### src/rtl/layer4_act_packer.sv
// layer4_act_packer: packs the Layer-3 activation stream into 128-bit FC words.
// Optional LAYER4_PACK_RELU_EN clamps negative elements to zero on accept.
module layer4_act_packer #(
   parameter int DATA_W    = 16,
   parameter int LANES     = 8,
   parameter int FRAME_LEN = 196
) (
   input  logic                    ap_clk,
   input  logic                    ap_rst_n,
   input  logic [DATA_W-1:0]       s_act_TDATA,
   input  logic                    s_act_TVALID,
   output logic                    s_act_TREADY,
   output logic [LANES*DATA_W-1:0] a_Data_TDATA,
   output logic                    a_Data_TVALID,
   input  logic                    a_Data_TREADY,
   output logic                    frame_done
);

   localparam int WORD_W = LANES * DATA_W;
   localparam int LIDX_W = (LANES > 1) ? $clog2(LANES) : 1;
   localparam int CNT_W  = (FRAME_LEN > 1) ? $clog2(FRAME_LEN) : 1;

   localparam logic [LIDX_W-1:0] LANE_MAX = LIDX_W'(LANES - 1);
   localparam logic [CNT_W-1:0]  CNT_MAX  = CNT_W'(FRAME_LEN - 1);

   logic [LIDX_W-1:0] lane_idx;
   logic [CNT_W-1:0]  elem_cnt;
   logic [WORD_W-1:0] asm_data;
   logic              asm_full;
   logic              asm_last;
   logic [WORD_W-1:0] out_data;
   logic              out_valid;
   logic              out_last;
   logic              done;

   logic              accept;
   logic              out_free;
   logic              out_hs;
   logic              last_elem;
   logic              close;
   logic [DATA_W-1:0] elem;
   logic [WORD_W-1:0] fill;

   logic [WORD_W-1:0] asm_data_d;
   logic              asm_full_d;
   logic              asm_last_d;
   logic [WORD_W-1:0] out_data_d;
   logic              out_valid_d;
   logic              out_last_d;

   // A held word blocks further input until it moves to the output.
   assign s_act_TREADY = ap_rst_n & ~asm_full;
   assign accept       = s_act_TVALID & s_act_TREADY;
   assign out_free     = ~out_valid | a_Data_TREADY;
   assign out_hs       = out_valid & a_Data_TREADY;
   assign last_elem    = (elem_cnt == CNT_MAX);
   assign close        = accept & ((lane_idx == LANE_MAX) | last_elem);

   assign a_Data_TDATA  = out_data;
   assign a_Data_TVALID = out_valid;
   assign frame_done    = done;

   // Element conditioning on the way into the assembly lanes.
   always_comb begin
      elem = s_act_TDATA;
`ifdef LAYER4_PACK_RELU_EN
      if (s_act_TDATA[DATA_W-1]) begin
         elem = '0;
      end
`endif
   end

   // Assembly word with the incoming element dropped into its lane.
   always_comb begin
      fill = asm_data;
      for (int i = 0; i < LANES; i++) begin
         if (lane_idx == LIDX_W'(i)) begin
            fill[i*DATA_W +: DATA_W] = elem;
         end
      end
   end

   // Word movement between assembly and output registers.
   always_comb begin
      asm_data_d  = asm_data;
      asm_full_d  = asm_full;
      asm_last_d  = asm_last;
      out_data_d  = out_data;
      out_valid_d = out_valid & ~a_Data_TREADY;
      out_last_d  = out_last;
      if (asm_full) begin
         if (out_free) begin
            out_data_d  = asm_data;
            out_valid_d = 1'b1;
            out_last_d  = asm_last;
            asm_data_d  = '0;
            asm_full_d  = 1'b0;
            asm_last_d  = 1'b0;
         end
      end else if (close) begin
         if (out_free) begin
            out_data_d  = fill;
            out_valid_d = 1'b1;
            out_last_d  = last_elem;
            asm_data_d  = '0;
         end else begin
            asm_data_d  = fill;
            asm_full_d  = 1'b1;
            asm_last_d  = last_elem;
         end
      end else if (accept) begin
         asm_data_d = fill;
      end
   end

   // Assembly and output registers.
   always_ff @(posedge ap_clk or negedge ap_rst_n) begin
      if (!ap_rst_n) begin
         asm_data  <= '0;
         asm_full  <= 1'b0;
         asm_last  <= 1'b0;
         out_data  <= '0;
         out_valid <= 1'b0;
         out_last  <= 1'b0;
      end else begin
         asm_data  <= asm_data_d;
         asm_full  <= asm_full_d;
         asm_last  <= asm_last_d;
         out_data  <= out_data_d;
         out_valid <= out_valid_d;
         out_last  <= out_last_d;
      end
   end

   // Lane and frame position, advanced on every accepted element.
   always_ff @(posedge ap_clk or negedge ap_rst_n) begin
      if (!ap_rst_n) begin
         lane_idx <= '0;
         elem_cnt <= '0;
      end else if (accept) begin
         lane_idx <= close ? '0 : lane_idx + 1'b1;
         elem_cnt <= last_elem ? '0 : elem_cnt + 1'b1;
      end
   end

   // Frame completion pulse after the last word is taken downstream.
   always_ff @(posedge ap_clk or negedge ap_rst_n) begin
      if (!ap_rst_n) begin
         done <= 1'b0;
      end else begin
         done <= out_hs & out_last;
      end
   end

endmodule

### config.mk
export PLATFORM = sky130hd
export DESIGN_NAME = layer4_act_packer
export DESIGN_NICKNAME = d
export VERILOG_FILES = /design/src/rtl/layer4_act_packer.sv
export SDC_FILE = /design/constraint.sdc
export NUM_CORES = 1
export LEC_CHECK = 0
export ABC_AREA = 1
export CAP_MARGIN = 20
export CORE_MARGIN = 2
export CORE_UTILIZATION = 41
export DETAILED_ROUTE_END_ITERATION = 10
export PLACE_DENSITY = 0.6
export REMOVE_ABC_BUFFERS = 1
export SYNTH_ARGS = -nofsm -noshare
export SYNTH_HDL_FRONTEND = slang
export SYNTH_SLANG_ARGS = --single-unit
### constraint.sdc
create_clock -name ap_clk -period 1.9 [get_ports ap_clk]
set_input_delay 0.285 -clock ap_clk [delete_from_list [all_inputs] [get_ports ap_clk]]
set_output_delay 0.285 -clock ap_clk [all_outputs]
set_load 0.01 [all_outputs]
* Word level (Yosys, flattened, before mapping)
Cells that the tools add are included.
** Storage, ports and cells
- Bits in registers :: 272
- Output and inout port bits :: 131
** Operators by class
- Add/subtract/negate cells :: 2
- Equality and inequality tests :: 10
- Mux-type cells :: 33
- Bitwise gates (word level) :: 11
- Reductions and logical operators :: 6
** Operators with widths (number)
- $mux 128 :: 9
- $mux 16 :: 8
- $mux 1 :: 14
- $eq 3x3->1 const B :: 4
- $add 8x1->8 const B :: 1
- $eq 8x8->1 const B :: 1
- $mux 8 :: 1
- $and 1x1->1 :: 6
- $eq 3x2->1 const B :: 2
- $reduce_and 2->1 :: 2
- $add 3x1->3 const B :: 1
- $eq 3x1->1 const B :: 1
- $logic_not 3->1 :: 1
- $mux 3 :: 1
- $not 1->1 :: 3
- $reduce_and 3->1 :: 1
- $reduce_bool 3->1 :: 1
- $ne 2x1->1 const B :: 1
- $ne 2x2->1 const B :: 1
- $or 1x1->1 :: 2
- $reduce_bool 2->1 :: 1

* Logic depth before layout (Yosys ltp)
- Depth after elaboration :: 6
- Mapped depth :: 11
- Mapped depth without buffers :: 9

* Worst setup path after synthesis
No wires, ideal clock.
- Kind :: flip-flop to flip-flop
- Start point :: register lane_idx[0]
- End point :: register asm_data[49]
- Library setup time :: 0.130 ns
- Arrival time :: 1.572 ns
- Slack :: 0.198 ns
- Stages on the path, launching flop included :: 11
- Buffers on the path :: 3
- Path through :: dfrtp_1 -> ha_1 -> ha_1 -> clkbuf_1 -> inv_1 -> nand2_2 -> nand3_4 -> buf_6 -> buf_4 -> nand2_1 -> o21ai_1
** On the way
- Cells in the longest elaborated chain, start to end :: 5
- Elaborated cells on any way between the ends :: 11
** Ends and longest elaborated chain
- start, declared :: RTL line 26 : logic [LIDX_W-1:0] lane_idx;
- start signal, assigned :: RTL line 141 : lane_idx <= close ? '0 : lane_idx + 1'b1;
- $eq 3x3->1 / $eq 3x2->1 (equally long branches) :: RTL line 57, 77
- $or 1x1->1 / $mux 16 (equally long branches) :: RTL line 57, 77
- $and 1x1->1, or another cell as far along :: RTL line 57 : assign close = accept & ((lane_idx == LANE_MAX) | last_elem);
- $reduce_bool 3->1 (no line) / $mux 128 (equally long branches)
- $reduce_and 2->1 (no line) / $mux 128 (equally long branches)
- end signal, assigned :: RTL line 126 : asm_data <= asm_data_d;
- end, declared :: RTL line 28 : logic [WORD_W-1:0] asm_data;
Parallel ways exist; a longest one is shown, timed or not. The select of a mux whose other input is x is not followed.
A chain may end at the register's enable or synchronous reset.

* Final worst setup path
- Start point :: register elem_cnt[1]
- End point :: register asm_data[91]
** On the way
- Cells in the longest elaborated chain, start to end :: 5
- Elaborated cells on any way between the ends :: 7
** Ends and longest elaborated chain
- start, declared :: RTL line 27 : logic [CNT_W-1:0] elem_cnt;
- start signal, assigned :: RTL line 142 : elem_cnt <= last_elem ? '0 : elem_cnt + 1'b1;
- $eq 8x8->1 (*) :: RTL line 56 : assign last_elem = (elem_cnt == CNT_MAX);
- $or 1x1->1 (*) :: RTL line 57
- $and 1x1->1 (*) :: RTL line 57
- $reduce_bool 3->1 (no line) / $mux 128 (equally long branches)
- $reduce_and 2->1 (no line) / $mux 128 (equally long branches)
Every way passes the cells marked *; elsewhere a longest branch is shown, timed or not.

==> results.py <==
metrics = {
    "status": {
        "outcome": "finished, final reports clean",
    },
    "drt": {
        "viasPerCell": 5.29,
        "ant_nets": 0,
        "routed_wl_mm": 43.5,
        "route.detailed.drc": 0,
        "drtIter0Drc": 1269,
        "wl_per_cell_um": 17.1,
        "via_count": 13400,
        "firstDrtPassIters": 5,
    },
    "setup_path": {
        "r2r_cells": 10,
        "r2r_setup_slack_ns": 0.02,
        "reg2reg_from": "elem_cnt[1]",
        "worstReg2RegEnd": "asm_data[91]",
        "crit_required_ns": 2.33,
        "worst_ep_arrival_time_ns": 2.30,
        "start_kind": "register",
        "crit_type": "reg2reg",
        "critPathCaptureType": "register",
        "crit_start": "elem_cnt[1]",
        "cpPeakStageDelay_ns": 0.39,
        "critPathCapture": "asm_data[91]",
        "crit_chain": "ha_2, nand2_1, nor2_4, nand2_4, nand2_4, nand3_4, buf_4, clkbuf_16, nand2_1, o21ai_0",
        "worst-path-max-fanout": 32,
        "slowest_stage": "dfrtp_1",
    },
    "synthesis": {
        "ys_ff_latch": 272,
        "synth_area_leader_cell": "dfrtp_1",
        "synth.top_cells.by_count": "nand2_1, nand3_1, dfrtp_1",
        "yosys_warnings": 0,
        "yosysSeqAreaShare": 0.473,
        "avgSynthCellArea_um2": 7.47,
        "synth_ff_type": "dfrtp_1",
        "synth_edf_count": 0,
        "synthCells": 1924,
        "netlist_top_cells_area": "dfrtp_1, nand3_1, nand2_1, o21ai_0, inv_1",
        "yosysMostFrequentCell": "nand2_1",
        "ys_async_sr_fraction": 1.00,
        "synth_top_area_frac": 0.473,
        "synth_area_um2": 14400,
        "synth.distinct_cells": 32,
    },
    "layout": {
        "drive_gt1_frac": 0.0845,
        "fin_nets": 2086,
        "syn_to_final_growth_pct": 24.9,
        "multi_input_area_um2": 6080,
        "regArea_um2": 6810,
        "design_area_um2": 18000,
        "n_antenna_cell": 0,
        "n_fill_cell": 3323,
    },
    "floorplanning": {
        "start_util": 0.416,
        "ios": 151,
        "die-height_um": 191,
        "rows": 68,
        "die-width_um": 191,
        "core_area_um2": 34500,
        "fp.dieArea_um2": 36600,
    },
    "clock_network": {
        "cts_inserted_buffers": 31,
        "clk_latency_ns": 0.56,
        "cts_buffer_depth": 3,
        "clockRootBuffer": "clkbuf_16",
        "clock-sinks": 272,
        "path_clk_slew_ns": 0.06,
        "htreeDepth": 1,
        "cts_tree": "done",
    },
    "sta": {
        "drv_slew": 0,
        "final_hold_viol_count": 0,
        "setup_viol": 0,
        "tightest_slew_ns": 0.795,
        "period_share": 0.987,
        "finalClockSkew_ns": 0.0163,
        "finalWorstPathRequiredPeriod_ns": 1.88,
        "fin_ws_ns": 0.0243,
        "max-slew-margin-rel": 0.470,
        "max_freq_mhz": 533,
    },
    "global_route": {
        "grt_max_degree": 137,
        "grt_pass1_wl_mm": 69.4,
        "antenna_found_initial": 0,
        "track_usage": 0.235,
        "grt_pass1_vias": 13000,
        "grt_overflow": 0,
    },
    "placed_design": {
        "io_buffers": 150,
        "post_dp_cell_area_um2": 16600,
        "place_ws_ns": -0.0509,
        "place_hpwl_mm": 26.4,
        "gp_congestion": 0.797,
    },
    "power": {
        "pwr_density_cell_nw_per_um2": 1590,
        "leakagePower_nw": 8.65,
        "ir_drop_v": 0.000920,
    },
    "hold_path": {
        "hold_path.class": "in2async",
    },
    "job": {
        "drv_cap": 0,
    },
}
[cell type report]
cell class,count,share of cell area
multi-input cells,1333,0.338
well taps,455,0.0317
clock buffers,44,0.0504
flip-flops and latches,272,0.379
clock inverters,13,0.00975
inverters,172,0.0366
repair buffers,249,0.154
[per-stage QoR]
| step | hold WS [ns] | utilization | cells | power [mW] | TNS (ns) |
|---|---|---|---|---|---|
| 2_1_floorplan | -0.0106 | - | 1776 | 16.7 | -844.68 |
| 3_3_place_gp | 0.282 | 0.482 | 2465 | 21.8 | -0.113 |
| 3_5_place_dp | 0.281 | 0.482 | 2465 | 22.2 | -3.13 |
| 4_1_cts | 0.272 | 0.514 | 2525 | 28.6 | -0.0981 |
| 5_1_grt | 0.286 | 0.520 | 2538 | 30.9 | -2.95 |
| 6_report | 0.283 | 0.520 | 2538 | 28.5 | 0 |
[power breakdown]
part | switching (mW) | internal, mW | leakage [nW]
combinational | 6.61 | 5.67 | 4.71
clock | 2.46 | 3.84 | 0.534
sequential | 1.33 | 8.57 | 3.41
total | 10.4 | 18.1 | 8.65
[flip-flops by register name, indices dropped and copies added, names as in the netlist]
signal         count
a_Data_TDATA     128
asm_data         128
elem_cnt           8
lane_idx           3
a_Data_TVALID      1
asm_full           1
asm_last           1
frame_done         1
out_last           1
[cells in the final DEF (no fill, tap or decap), types with 2 or more instances in the layout]
cell | Yosys | routed
o22ai_1 | 2 | 2
nand2_4 | 1 | 4
ha_1 | 7 | 4
clkbuf_8 | 0 | 8
clkinv_2 | 1 | 7
inv_1 | 165 | 165
buf_12 | 0 | 32
buf_16 | 0 | 3
a21oi_1 | 34 | 34
inv_4 | 1 | 2
nand2_1 | 477 | 477
dfrtp_1 | 272 | 271
inv_2 | 5 | 3
clkbuf_1 | 54 | 5
nor2_4 | 1 | 2
clkbuf_16 | 0 | 34
nor2_1 | 134 | 134
nand4_1 | 4 | 4
nand2_2 | 5 | 2
buf_6 | 30 | 2
nand3_1 | 361 | 361
o21ai_1 | 88 | 88
nand3_2 | 2 | 2
nor3_1 | 2 | 2
ha_2 | 0 | 3
o21ai_0 | 205 | 205
bufinv_16 | 0 | 4
nand3_4 | 2 | 3
buf_4 | 14 | 58
inv_6 | 0 | 2
clkdlybuf4s50_1 | 0 | 148
[cells by family after synthesis]
logic type,count (synthesis),synth area share
AO/OA/AOI/OAI,330,0.115
adder cells (fa/ha/maj),7,0.00609
buffers and inverters,320,0.107
XOR/XNOR,2,0.00122
AND/OR/NAND/NOR,993,0.297
flip-flops,272,0.473
[critical path, delay by kind of cell, from the launching register on]
family | cells | cell delay (ns)
simple gates | 6 | 0.68
flops | 1 | 0.39
buf+inv | 2 | 0.39
fa+ha+maj | 1 | 0.21
compound gates | 1 | 0.08
[routing by layer]
layer	global-route usage	up-vias	wire length, µm
met3	0.0310	52	2500
li1	-	6526	-
met5	0	-	0
met4	0.0580	0	947
met1	0.338	6430	20000
met2	0.376	422	20000
[what timing repair did]
action	4_1_cts	5_1_grt
hold endpoints to repair	192	0
setup buffers	2	9
setup endpoints to repair	21	255
hold buffers	1	0
resized for setup	1	11
gates cloned	0	4
pin swaps	0	2
[how the worst min path moves through the flow]
stage	slack, ns	cells after the start	start	end
2_1_floorplan	-0.01	0	ap_rst_n	a_Data_TDATA[0]
3_3_place_gp	0.28	2	ap_rst_n	asm_data[118]
3_5_place_dp	0.28	2	ap_rst_n	asm_data[118]
4_1_cts	0.27	3	ap_rst_n	asm_data[60]
5_1_grt	0.29	3	ap_rst_n	asm_data[60]
6_report	0.28	3	ap_rst_n	asm_data[63]
No activity file was read; power rests on OpenSTA's default activity.
